### src/rtl/core_clk_rst_seq.sv
// Per-core clock/reset/PLL sequencer. Gates the core clock and holds the core
// in reset while the PLL feedback divider is reprogrammed, waits for a stable
// synchronised lock, then releases the core. Reports the locked divider and
// a sticky lock-timeout flag back to the CSR block.
module core_clk_rst_seq #(
  parameter int                  FB_DIV_WIDTH = 12,
  parameter logic [FB_DIV_WIDTH-1:0] FB_DIV_RESET = 12'd32,
  parameter int                  RST_HOLD     = 16,
  parameter int                  SETTLE       = 8,
  parameter int                  LOCK_TIMEOUT = 4096
) (
  input  logic                    clk_i,
  input  logic                    arst_ni,
  input  logic [FB_DIV_WIDTH-1:0] fb_div_req_i,
  input  logic                    clk_en_req_i,
  input  logic                    arst_req_i,
  input  logic                    glob_arst_i,
  input  logic                    pll_locked_i,
  output logic [FB_DIV_WIDTH-1:0] pll_fb_div_o,
  output logic [FB_DIV_WIDTH-1:0] fb_div_actual_o,
  output logic                    locked_o,
  output logic                    lock_err_o,
  output logic                    core_clk_en_o,
  output logic                    core_arst_o
);

  localparam int CNT_MAX = (RST_HOLD > LOCK_TIMEOUT) ? RST_HOLD : LOCK_TIMEOUT;
  localparam int CNT_W   = $clog2(CNT_MAX + 1);
  localparam int STB_W   = $clog2(SETTLE + 1);

  localparam logic [CNT_W-1:0] HOLD_LAST    = CNT_W'(RST_HOLD - 1);
  localparam logic [CNT_W-1:0] TIMEOUT_LAST = CNT_W'(LOCK_TIMEOUT - 1);
  localparam logic [STB_W-1:0] SETTLE_LAST  = STB_W'(SETTLE - 1);

  typedef enum logic [1:0] {DRAIN, LOCK, RUN, HALT} state_t;

  state_t           state;
  logic [CNT_W-1:0] cnt;
  logic [STB_W-1:0] stb;
  logic             lock_meta;
  logic             lock_s;
  // The first edge after async reset release acts as the DRAIN entry edge,
  // so the power-up drain lasts exactly RST_HOLD edges like any other drain.
  logic             boot;
  logic             div_change;

  // A non-zero request that differs from what the PLL already runs at.
  assign div_change = (fb_div_req_i != '0) && (fb_div_req_i != pll_fb_div_o);

  // Two-flop synchroniser for the asynchronous raw PLL lock.
  always_ff @(posedge clk_i or negedge arst_ni) begin
    if (!arst_ni) begin
      lock_meta <= 1'b0;
      lock_s    <= 1'b0;
    end else begin
      lock_meta <= pll_locked_i;
      lock_s    <= lock_meta;
    end
  end

  // Sequencer FSM with registered outputs; leaving RUN forces safe outputs.
  always_ff @(posedge clk_i or negedge arst_ni) begin
    if (!arst_ni) begin
      state           <= DRAIN;
      cnt             <= '0;
      stb             <= '0;
      boot            <= 1'b1;
      pll_fb_div_o    <= FB_DIV_RESET;
      fb_div_actual_o <= '0;
      locked_o        <= 1'b0;
      lock_err_o      <= 1'b0;
      core_clk_en_o   <= 1'b0;
      core_arst_o     <= 1'b1;
    end else begin
      boot <= 1'b0;
      if (glob_arst_i) begin
        state           <= DRAIN;
        cnt             <= '0;
        stb             <= '0;
        lock_err_o      <= 1'b0;
        fb_div_actual_o <= '0;
        locked_o        <= 1'b0;
        core_clk_en_o   <= 1'b0;
        core_arst_o     <= 1'b1;
      end else begin
        case (state)
          DRAIN: begin
            if (boot) begin
              cnt <= '0;
            end else if (cnt == HOLD_LAST) begin
              state <= LOCK;
              cnt   <= '0;
              stb   <= '0;
              if (fb_div_req_i != '0) pll_fb_div_o <= fb_div_req_i;
            end else begin
              cnt <= cnt + 1'b1;
            end
          end
          LOCK: begin
            if (lock_s && (stb == SETTLE_LAST)) begin
              state           <= RUN;
              cnt             <= '0;
              stb             <= '0;
              locked_o        <= 1'b1;
              fb_div_actual_o <= pll_fb_div_o;
              core_clk_en_o   <= clk_en_req_i;
              core_arst_o     <= arst_req_i;
            end else if (cnt == TIMEOUT_LAST) begin
              state      <= HALT;
              cnt        <= '0;
              stb        <= '0;
              lock_err_o <= 1'b1;
            end else begin
              cnt <= cnt + 1'b1;
              stb <= lock_s ? stb + 1'b1 : '0;
            end
          end
          RUN: begin
            if (!lock_s || div_change) begin
              // Lock loss leaves the error flag alone; a divider change clears it.
              state           <= DRAIN;
              cnt             <= '0;
              stb             <= '0;
              if (lock_s) lock_err_o <= 1'b0;
              fb_div_actual_o <= '0;
              locked_o        <= 1'b0;
              core_clk_en_o   <= 1'b0;
              core_arst_o     <= 1'b1;
            end else begin
              core_clk_en_o <= clk_en_req_i;
              core_arst_o   <= arst_req_i;
            end
          end
          HALT: begin
            if (div_change) begin
              state      <= DRAIN;
              cnt        <= '0;
              stb        <= '0;
              lock_err_o <= 1'b0;
            end
          end
          default: begin
            state <= DRAIN;
            cnt   <= '0;
            stb   <= '0;
          end
        endcase
      end
    end
  end

endmodule

### config.mk
export PLATFORM = sky130hd
export DESIGN_NAME = core_clk_rst_seq
export DESIGN_NICKNAME = d
export VERILOG_FILES = /design/src/rtl/core_clk_rst_seq.sv
export SDC_FILE = /design/constraint.sdc
export NUM_CORES = 1
export LEC_CHECK = 0
export ABC_AREA = 0
export ABC_CLOCK_PERIOD_IN_PS = 2800
export CORE_MARGIN = 2
export CORE_UTILIZATION = 30
export CTS_BUF_LIST = sky130_fd_sc_hd__clkbuf_4
export DETAILED_ROUTE_END_ITERATION = 7
export SYNTH_ARGS = -nofsm -noshare
export SYNTH_HDL_FRONTEND = slang
export SYNTH_SLANG_ARGS = --single-unit
### constraint.sdc
create_clock -name clk_i -period 2.8 [get_ports clk_i]
set_clock_uncertainty 0.05 [all_clocks]
set_input_delay 0.42 -clock clk_i [delete_from_list [all_inputs] [get_ports clk_i]]
set_output_delay 0.42 -clock clk_i [all_outputs]
set_load 0.02 [all_outputs]
After elaboration in Yosys (flattened, before gate mapping)
Index checks and enable logic that the tools add are counted.
{"block": "word_totals", "regBits": 50, "latch_bits": 0, "mem_bits_rw": 0, "mem_bits_ro": 0, "input_bits": 18, "output_inout_bits": 28, "word_cells": 95, "mem_count": 0}
{"block": "classes", "n_addsub": 2, "n_mul": 0, "n_div": 0, "n_lt_le_gt_ge": 0, "n_eq_ne": 16, "shift": 0, "mux": 48, "bitwise_logic": 2, "reduce_logical": 15}
{"operator": "two-way mux 13 bit", "count": 7}
{"operator": "case mux 13 bit (4 select lines)", "count": 1}
{"operator": "two-way mux 12 bit", "count": 3}
{"operator": "two-way mux 4 bit", "count": 8}
{"operator": "inequality test 3 bit, second input constant", "count": 8}
{"operator": "case mux 12 bit (2 select lines)", "count": 1}
{"operator": "case mux 4 bit (4 select lines)", "count": 1}
{"operator": "two-way mux 1 bit", "count": 15}
{"operator": "two-way mux 2 bit", "count": 7}
{"operator": "adder 13 x 1 -> 13 bit, second input constant", "count": 1}
{"operator": "equality test 13 x 12 -> 1 bit, second input constant", "count": 1}
{"operator": "equality test 13 x 4 -> 1 bit, second input constant", "count": 1}
{"operator": "inequality test 12 bit", "count": 1}
{"operator": "nonzero test 12 bit", "count": 1}
{"operator": "AND reduction 5 bit", "count": 2}
{"operator": "case mux 2 bit (4 select lines)", "count": 1}
{"operator": "case mux 1 bit (2 select lines)", "count": 3}
{"operator": "AND reduction 6 bit", "count": 1}
{"operator": "adder 4 x 1 -> 4 bit, second input constant", "count": 1}
{"operator": "equality test 2 bit, second input constant", "count": 2}
{"operator": "equality test 4 x 3 -> 1 bit, second input constant", "count": 1}
{"operator": "inequality test 4 bit, second input constant", "count": 1}
{"operator": "AND reduction 2 bit", "count": 2}
{"operator": "AND reduction 4 bit", "count": 1}
{"operator": "10 further kinds", "count": 12}

Depth between registers and ports, before layout
Gate-level depths: netlist (run 1).
{"block": "logic_depth", "ltp_word": 6, "ltp_mapped": 8, "mapped_depth_nobuf": 8}

Worst setup path after synthesis (run 1)
OpenSTA, ideal clock, no wires.
{"block": "synth_path", "path_type": "register to register", "start": "register cnt[0]", "end": "register cnt[6]", "arrival_time_ns": 1.997, "required_ns": 2.623, "setup_slack_ns": 0.626, "path_stages_with_launch": 9, "path_buffers": 1, "period_less_slack_ns": 2.174, "path_cell_list": "dfrtp_1 -> ha_1 -> nand3_1 -> or4_4 -> buf_6 -> a32o_2 -> and2_0 -> o21ai_1 -> o31ai_1"}
{"block": "synth_via", "elab_chain_cells": 5}
{"element": "from (decl)", "line": "38", "text": "logic [CNT_W-1:0] cnt;"}
{"element": "from (signal assigned)", "line": "96", "text": "cnt <= cnt + 1'b1;"}
{"element": "from (signal assigned)", "line": "114", "text": "cnt <= cnt + 1'b1;"}
{"element": "adder 13 x 1 -> 13 bit (tied with other cells)", "line": "96, 114"}
{"element": "two-way mux 13 bit, on equally long branches", "line": "108, 90"}
{"element": "two-way mux 13 bit, on equally long branches", "line": "100, 88"}
{"element": "case mux 13 bit (4 select lines) *", "line": "86", "text": "case (state)"}
{"element": "two-way mux 13 bit *", "line": "76", "text": "if (glob_arst_i) begin"}
Mark *: on every way between the ends. The rest lies on a longest branch, timed or not.
A chain may end at the register's enable or synchronous reset.

Final worst setup path (run 1)
{"block": "layout_path", "start": "input fb_div_req_i[0]", "end": "register stb[3]"}
{"block": "layout_via", "elab_chain_cells": 5}
{"element": "from (decl)", "line": "14", "text": "input logic [FB_DIV_WIDTH-1:0] fb_div_req_i,"}
{"element": "inequality test 12 bit / nonzero test 12 bit (equally long branches)", "line": "48", "text": "assign div_change = (fb_div_req_i != '0) && (fb_div_req_i != pll_fb_div_o);"}
{"element": "logical AND 1 bit *", "line": "48"}
{"element": "logical OR 1 bit", "line": "119", "text": "if (!lock_s || div_change) begin"}
{"element": "inequality test 3 bit (no line)"}
{"element": "AND reduction 4 bit (no line) *"}
{"element": "to (signal assigned)", "line": "115", "text": "stb <= lock_s ? stb + 1'b1 : '0;"}
{"element": "to (decl)", "line": "39", "text": "logic [STB_W-1:0] stb;"}
Marked as above.

==> flow_metrics.tcl, run 1 <==
set metrics [dict create \
    r2r_slack_ns 0.36 \
    numPortBuffers 45 \
    crit_family "compound AO/OA/AOI/OAI gates" \
    drtPass1Iterations 4 \
    drc_errors 0 \
    clk_latency_ns 0.37 \
    tightest_slew_ns 0.5648 \
    r2r.worst_path.cells 6 \
    syn2layout_area_growth_pct 30.98 \
    overflow 0 \
    cts_num_sinks 50 \
    hp-class "flip-flop to flip-flop" \
    hold_viol 0 \
    place.gp.congestion 0.7926 \
    place_inst 402 \
    power_switching_share_pct 24.88 \
    worstReg2RegEnd "cnt[5]" \
    grt_usage_pct 14.79 \
    synth.mux.area_fraction_pct 6.078 \
    num_antenna_cells 0 \
    cpPeakStageDelay_ns 0.52 \
    crit_chain "clkdlybuf4s50_1 -> buf_4 -> xor2_1 -> nor4_1 -> a31oi_1 -> o21ai_1 -> a211o_1 -> o31ai_1" \
    crit_path_start_kind "primary input" \
    slew_violations 0 \
    syn_nets 262 \
    synth.area.top_cells "dfrtp_1 (46%), a22o_1 (5.5%), mux2_2 (5.3%)" \
    finalSetupTns_ns 0 \
    cts_buffer_depth 2 \
    num_rows 33 \
    worstSetupStartpoint "fb_div_req_i[0]" \
    r2r-start "cnt[0]" \
    stdcell_count 411 \
    first_iter_violations 51 \
    seqPwrFrac_pct 61.6 \
    wl_um 6305 \
    max-cap-violations 0 \
    syn_area_per_cell_um2 10.72 \
    endpoint_kind "flip-flop" \
    pwr-share-clk_pct 30.1 \
    utilization_pct 40.69 \
    hp-start "lock_meta" \
    cp_num_buf_inv 2 \
    synth_seq_cells 50 \
    fillCellCount 794 \
    synth_area_leader_cell "dfrtp_1" \
    seq_area_um2 1255 \
    synth_top_area_share_pct 46.08 \
    fmax_mhz 396.5 \
    power_frac_comb_pct 8.3 \
    finalNetCount 329 \
    cp.required_ns 3.03 \
    hpwl_um 4706 \
    cts_buffers 5 \
    synth_top_family_by_area "compound AO/OA/AOI/OAI gates" \
    core_area_um2 8217 \
    synth_compound_area_share_pct 18.87 \
    first_global_vias 2108 \
    final_min_period_over_clock_period_pct 90.08 \
    cts_tree "built" \
    synth_edf_count 0 \
    synthArstFlopShare_pct 100.0 \
    synth_xor_area_share_pct 4.118 \
    antenna_found_initial 0 \
    internal_power_uw 889.6 \
    p_sw_uw 294.7 \
    die_h_um 96.24 \
    grt_first_pass_wirelength_um 10540 \
    crit_path_max_fanout 8 \
    final_common_cell "dfrtp_1" \
    critPathSlowestCell "clkdlybuf4s50_1" \
    rsz0062_at_grt "no" \
    yosys.area_share.simple_pct 15.44 \
    crit_cells 8 \
    p_leak_nw 1.487 \
    grt_max_degree 24 \
    ios 46 \
    cts-root-buf "clkbuf_4" \
    die-area_um2 9262 \
    setup_viol 0 \
    critPathKind "primary input to flip-flop" \
    wl_per_cell_um 15.34 \
    yosysSeqAreaShare_pct 49.17 \
    yosys_warnings 0 \
    ant_nets 0 \
    arrival_ns 2.75 \
    max_slew_margin_pct 62.17 \
    die_width_um 96.24 \
    vias 2134 \
    syn-cell-area_um2 2552 \
    synth_cell_types 51 \
    initial_core_util_pct 31.06 \
    most-common-layout-cells "dfrtp_1 (47), clkdlybuf4s50_1 (44), buf_4 (21), a22o_1 (16)" \
    min_period_ns 2.522 \
    layout-drive-gt1-share_pct 18.30 \
    powerDensity_nw_per_um2 354.3 \
    via_per_inst 5.192 \
    clkTransAtPathRegs_ns 0.14 \
    status "finished, final reports clean" \
    syn_inst 238 \
    ir_drop_mv 0.1831 \
    synth-adder-area-share_pct 2.941 \
    crit_end "stb[3]" \
    htree_levels 2 \
    synth_top_flop_cell "dfrtp_1" \
    multiInputGateArea_um2 1220 \
    power_mw 1.184 \
]
==> power by group through the flow <==
stage	logic, mW	clock network [mW]	registers, mW
after CTS	0.100	0.379	0.730
final	0.0985	0.356	0.729
after floorplan	0.0249	0	0.742
after detailed placement	0.0991	0	0.743
after global placement	0.0981	0	0.742
after global routing	0.109	0.400	0.730
==> synthesized netlist by cell type (2+ instances only) <==
| master | n |
|---|---|
| nor4_1 | 8 |
| o31ai_1 | 6 |
| nor2_1 | 12 |
| mux2_2 | 12 |
| a31oi_1 | 2 |
| nand2_1 | 12 |
| and3_1 | 5 |
| a22o_1 | 16 |
| and2_1 | 3 |
| a21o_1 | 3 |
| dfrtp_1 | 47 |
| inv_1 | 10 |
| nor2b_1 | 2 |
| nor3_1 | 4 |
| buf_2 | 3 |
| o221a_2 | 2 |
| nand2b_1 | 5 |
| o21ai_0 | 12 |
| o21ai_1 | 9 |
| a32oi_1 | 2 |
| a21oi_1 | 6 |
| xor2_1 | 12 |
| dfstp_2 | 3 |
| mux2i_1 | 2 |
| ha_1 | 6 |
| nand4_1 | 3 |
| nand3_1 | 5 |
| clkbuf_1 | 3 |
==> metrics by stage <==
stage	instance area (µm²)	hold WS, ns	setup WS, ns
3_3_place_gp	3266	0.2856	-0.1772
2_1_floorplan	2552	0.07441	0.6261
4_1_cts	3338	0.3274	0.1130
3_5_place_dp	3266	0.3017	-0.1185
6_report	3343	0.3236	0.2777
5_1_grt	3343	0.3336	0.1559
==> routing by layer <==
metal / vias up / global-route usage (%) / share of wire [%]
li1: 1018 / - / -
met1: 1050 / 19.92 / 46
met2: 55 / 23.38 / 47
met3: 11 / 3.681 / 4.8
met4: 0 / 4.524 / 1.8
met5: - / 0 / 0
==> kinds of logic (layout without fill, tap and decap cells) <==
| group | after synthesis | after routing |
|---|---|---|
| and+or+nand+nor | 70 | 70 |
| AOI/OAI and AO/OA | 66 | 66 |
| DFF | 50 | 50 |
| buffers and inverters | 19 | 87 |
| muxes | 14 | 14 |
| xor gates and xnor gates | 12 | 12 |
| adders and majority gates | 6 | 6 |
| other | 1 | 1 |
==> worst min-delay path by stage <==
stage              to  cells past startpoint
2_1_floorplan  cnt[0]                      0
3_3_place_gp   lock_s                      0
3_5_place_dp   lock_s                      0
4_1_cts        lock_s                      0
5_1_grt        lock_s                      0
6_report       lock_s                      0
==> layout make-up <==
cell class | count | area share [%]
clock inverters | 2 | 0.5240
inverters | 11 | 1.235
multi-input cells | 169 | 36.49
repair buffers | 68 | 18.94
clock buffers | 6 | 1.347
well taps | 105 | 3.930
flip-flops and latches | 50 | 37.54
==> state kept, by name, summed over array words and instances (netlist names), 2 cells and up <==
signal / cells
cnt: 13
fb_div_actual_o: 12
pll_fb_div_o: 12
state: 2
stb: 4
==> repair_timing <==
action	4_1_cts	5_1_grt
setup endpoints to repair	0	6
hold buffers	1	0
setup buffers	0	0
resized for setup	0	1
endpoints found under the hold margin	19	0
Power figures use the tool's default switching activity.
==> inputs of run 2 (changes only) <==
--- a/config.mk
+++ b/config.mk
@@ -11,6 +11,8 @@
 export CORE_UTILIZATION = 30
 export CTS_BUF_LIST = sky130_fd_sc_hd__clkbuf_4
 export DETAILED_ROUTE_END_ITERATION = 7
+export MAX_ROUTING_LAYER = met4
+export SLEW_MARGIN = 5
 export SYNTH_ARGS = -nofsm -noshare
 export SYNTH_HDL_FRONTEND = slang
 export SYNTH_SLANG_ARGS = --single-unit
==> flow_metrics.tcl, run 2 (synthesized netlist as in run 1, its figures left out) <==
set metrics [dict create \
    first_global_vias 2108 \
    cts_setup_buffers 0 \
    slew_violations 0 \
    finalSetupTns_ns 0 \
    crit_path_max_fanout 8 \
    first_iter_violations 57 \
    wl_per_cell_um 15.42 \
    syn2layout_area_growth_pct 30.98 \
    max_slew_margin_pct 61.94 \
    overflow 0 \
    die_h_um 96.24 \
    antenna_found_initial 0 \
    ant_nets 0 \
    wl_um 6338 \
    place.gp.congestion 0.8038 \
    powerDensity_nw_per_um2 353.5 \
    crit_path_start_kind "primary input" \
    die-area_um2 9262 \
    htree_levels 2 \
    vias 2118 \
    ios 46 \
    status "finished, final reports clean" \
    die_width_um 96.24 \
    min_period_ns 2.527 \
    fin_hold_ws_ns 0.3203 \
    max-cap-violations 0 \
    grt_usage_pct 15.23 \
    final_min_period_over_clock_period_pct 90.26 \
    drtPass1Iterations 4 \
    largest_registers "cnt (13), fb_div_actual_o (12), pll_fb_div_o (12)" \
    fmax_mhz 395.7 \
    arrival_ns 2.75 \
    ir_drop_mv 0.1830 \
    grt_first_pass_wirelength_um 10550 \
    rsz0062_at_grt "no" \
    regMostFlops "cnt" \
    clkTransAtPathRegs_ns 0.14 \
    clk_latency_ns 0.37 \
    largest_reg_flops 13 \
    tightest_slew_ns 0.5671 \
    num_antenna_cells 0 \
    hpwl_um 4706 \
    grt_max_degree 24 \
    cts_num_sinks 50 \
    cts_tree "built" \
    critPathKind "primary input to flip-flop" \
    setup_viol 0 \
    num_rows 33 \
    place_ws_ns -0.1185 \
    layout-drive-gt1-share_pct 18.30 \
    finalNetCount 329 \
    final_common_cell "dfrtp_1" \
    numPortBuffers 45 \
    most-common-layout-cells "dfrtp_1 (47), clkdlybuf4s50_1 (44), buf_4 (21), a22o_1 (16)" \
    drc_errors 0 \
    cp.required_ns 3.03 \
    hp-class "flip-flop to flip-flop" \
    cts_buffers 5 \
    initial_core_util_pct 31.06 \
    endpoint_kind "flip-flop" \
    hold_viol 0 \
    fillCellCount 794 \
    via_per_inst 5.153 \
    cts-root-buf "clkbuf_4" \
    p_leak_nw 1.487 \
    final.setup.worst_slack_ns 0.2728 \
    cts_buffer_depth 2 \
    core_area_um2 8217 \
]
## run 2: cell counts in the layout (fill, tap and decap cells not counted)
Identical to the previous run, type by type.
## run 2: per-layer routing
layer	share of wire, %	track usage, %	wire (µm)	vias to the layer above
li1	-	-	-	1019
met1	47	20.02	2948	1039
met2	48	23.50	3016	48
met3	4.0	3.446	254	12
met4	1.9	4.524	119	0
met5	0	-	0	-
## run 2: metrics by stage
| stage | total power, mW | cells | instance area (µm²) | utilization [%] |
|---|---|---|---|---|
| global placement | 0.8405 | 402 | 3266 | 39.74 |
| global route | 1.241 | 411 | 3343 | 40.69 |
| detailed placement | 0.8418 | 402 | 3266 | 39.74 |
| floorplan | 0.7670 | 238 | 2552 | - |
| CTS | 1.209 | 411 | 3338 | 40.63 |
| finish | 1.182 | 411 | 3343 | 40.69 |
## run 2: critical path, cell delays in order
cell and delay, ns:
clkdlybuf4s50_1 0.52, buf_4 0.13, xor2_1 0.18, nor4_1 0.08
a31oi_1 0.46, o21ai_1 0.31, a211o_1 0.40, o31ai_1 0.23
## run 2: area by class of cell
type | count | area, µm² | area share [%]
clock inverters | 2 | 17.52 | 0.5240
clock buffers | 6 | 45.04 | 1.347
well taps | 105 | 131.4 | 3.930
flip-flops and latches | 50 | 1255 | 37.54
multi-input cells | 169 | 1220 | 36.49
repair buffers | 68 | 633.1 | 18.94
inverters | 11 | 41.29 | 1.235
## run 2: what timing repair did
item,in CTS,in global routing
setup endpoints to repair,0,6
resized for setup,0,1
endpoints found under the hold margin,19,0
hold buffers,1,0
## run 2: final timing paths
kind	startpoint	end	slack, ns	cells past startpoint
worst min register to register	lock_meta	lock_s	0.32	0
max in group asynchronous	arst_ni	boot	1.55	3
min in group asynchronous	arst_ni	fb_div_actual_o[7]	0.48	2
worst max register to register	cnt[0]	cnt[5]	0.34	6
worst max-delay path	fb_div_req_i[0]	stb[3]	0.27	8
worst min-delay path	lock_meta	lock_s	0.32	0
## run 2: report_power, final
group | leakage [nW] | switching (mW) | total, mW | internal [mW]
sequential | 0.683 | 0.00279 | 0.729 | 0.727
combinational | 0.768 | 0.0492 | 0.0984 | 0.0492
clock | 0.0363 | 0.240 | 0.354 | 0.114
total | 1.49 | 0.292 | 1.18 | 0.890
==> inputs of run 3 (changes only) <==
--- a/config.mk
+++ b/config.mk
@@ -11,6 +11,7 @@
 export CORE_UTILIZATION = 30
 export CTS_BUF_LIST = sky130_fd_sc_hd__clkbuf_4
 export DETAILED_ROUTE_END_ITERATION = 7
+export DONT_BUFFER_PORTS = 1
 export MAX_ROUTING_LAYER = met4
 export SLEW_MARGIN = 5
 export SYNTH_ARGS = -nofsm -noshare
==> constraint.sdc (replaced) <==
create_clock -name clk_i -period 2.8 [get_ports clk_i]
set_clock_uncertainty 0.05 [all_clocks]
set_input_delay 0.42 -clock clk_i [delete_from_list [all_inputs] [get_ports clk_i]]
set_output_delay 0.42 -clock clk_i [all_outputs]
set_load 0.005 [all_outputs]
==> flow_metrics.tcl, run 3 (synthesized netlist as in run 1, its figures left out) <==
set metrics [dict create \
    status "finished, final reports clean" \
    cts_setup_buffers 0 \
    min_period_ns 2.351 \
    clkTransAtPathRegs_ns 0.15 \
    core_area_um2 8217 \
    antenna_found_initial 0 \
    cp_num_buf_inv 0 \
    cp.required_ns 3.00 \
    first_global_vias 1975 \
    finalNetCount 266 \
    ios 46 \
    cts_tree "built" \
    crit_family "simple AND/OR/NAND/NOR gates" \
    syn2layout_area_growth_pct 9.216 \
    most-common-layout-cells "dfrtp_1 (47), a22o_1 (16)" \
    clk_latency_ns 0.35 \
    htree_levels 2 \
    arrival_ns 2.55 \
    cts-root-buf "clkbuf_4" \
    crit_path_max_fanout 8 \
    initial_core_util_pct 31.06 \
    regMostFlops "cnt" \
    overflow 0 \
    endpoint_kind "flip-flop" \
    largest_reg_flops 13 \
    first_iter_violations 144 \
    wl_um 5383 \
    stdcell_count 348 \
    layout-drive-gt1-share_pct 14.40 \
    vias 1879 \
    die-area_um2 9262 \
    cts-resized-gates 0 \
    critPathSlowestCell "or4_4" \
    powerDensity_nw_per_um2 432.8 \
    slew_violations 0 \
    finalSetupTns_ns 0 \
    wl_per_cell_um 15.47 \
    grt_usage_pct 13.24 \
    hp-class "primary input to flip-flop" \
    critPathKind "flip-flop to flip-flop" \
    max-cap-violations 0 \
    p_leak_nw 1.244 \
    place.gp.congestion 0.8264 \
    ir_drop_mv 0.2497 \
    max_slew_margin_pct 61.53 \
    ant_nets 0 \
    crit_chain "ha_1 -> nand3_1 -> or4_4 -> a32o_2 -> nand2b_1 -> o31ai_1" \
    grt_first_pass_wirelength_um 9446 \
    final_min_period_over_clock_period_pct 83.96 \
    via_per_inst 5.399 \
    grt_max_degree 51 \
    num_antenna_cells 0 \
    largest_registers "cnt (13), fb_div_actual_o (12), pll_fb_div_o (12)" \
    hpwl_um 3924 \
    cts_buffer_depth 2 \
    cts_num_sinks 50 \
    crit_path_start_kind "flip-flop" \
    num_rows 33 \
    tightest_slew_ns 0.5732 \
    die_h_um 96.24 \
    hold_viol 0 \
    cpPeakStageDelay_ns 0.63 \
    fmax_mhz 425.4 \
    rsz0062_at_grt "no" \
    numPortBuffers 0 \
    drtPass1Iterations 4 \
    final_common_cell "dfrtp_1" \
    place_inst 337 \
    die_width_um 96.24 \
    setup_viol 0 \
    cts_buffers 5 \
    drc_errors 0 \
]
-- run 3: final timing paths --
check                           depth (start not counted)         from  slack (ns)               to
worst max-delay path                                    6       cnt[0]        0.45           cnt[5]
worst min-delay path                                    1  glob_arst_i        0.06       lock_err_o
worst max register to register                          6       cnt[0]        0.45           cnt[5]
worst min register to register                          0    lock_meta        0.33           lock_s
max in group asynchronous                               2      arst_ni        1.91  pll_fb_div_o[5]
min in group asynchronous                               2      arst_ni        0.52          cnt[12]
-- run 3: final cells by class --
type / count / area, µm²
timing repair buffer: 5 / 62.56
clock inverter: 2 / 37.54
inverter: 11 / 41.29
multi-input combinational: 169 / 1215
tap: 105 / 131.4
clock buffer: 6 / 45.04
sequential: 50 / 1255
fill: 799 / 5429
-- run 3: timing repair --
item,in CTS,in global routing
endpoints found under the hold margin,50,1
setup endpoints to repair,0,0
hold buffers,2,1
-- run 3: per-layer routing --
| layer | up-vias | GRT usage, % | part of all wire (%) |
|---|---|---|---|
| li1 | 897 | - | - |
| met1 | 919 | 17.61 | 45 |
| met2 | 61 | 20.08 | 47 |
| met3 | 2 | 3.681 | 7.0 |
| met4 | 0 | 3.214 | 0.43 |
| met5 | - | - | 0 |
-- run 3: report_power, final --
part	switching [mW]	total, mW	internal, mW
logic	0.0335	0.0510	0.0174
clock network	0.228	0.426	0.198
registers	0.00274	0.729	0.726
-- run 3: through the flow --
stage               hold WS (ns)  worst slack (ns)  area, µm²  util (%)  power [mW]
finish                   0.05768            0.4492       2788     33.93       1.207
global route             0.02627            0.2700       2788     33.93       1.255
CTS                     0.004594            0.4403       2778     33.81       1.222
detailed placement       0.07576            0.4587       2658     32.34      0.7735
global placement         0.07565            0.5444       2658     32.34      0.7733
floorplan                0.07441            0.6261       2552         -      0.7670
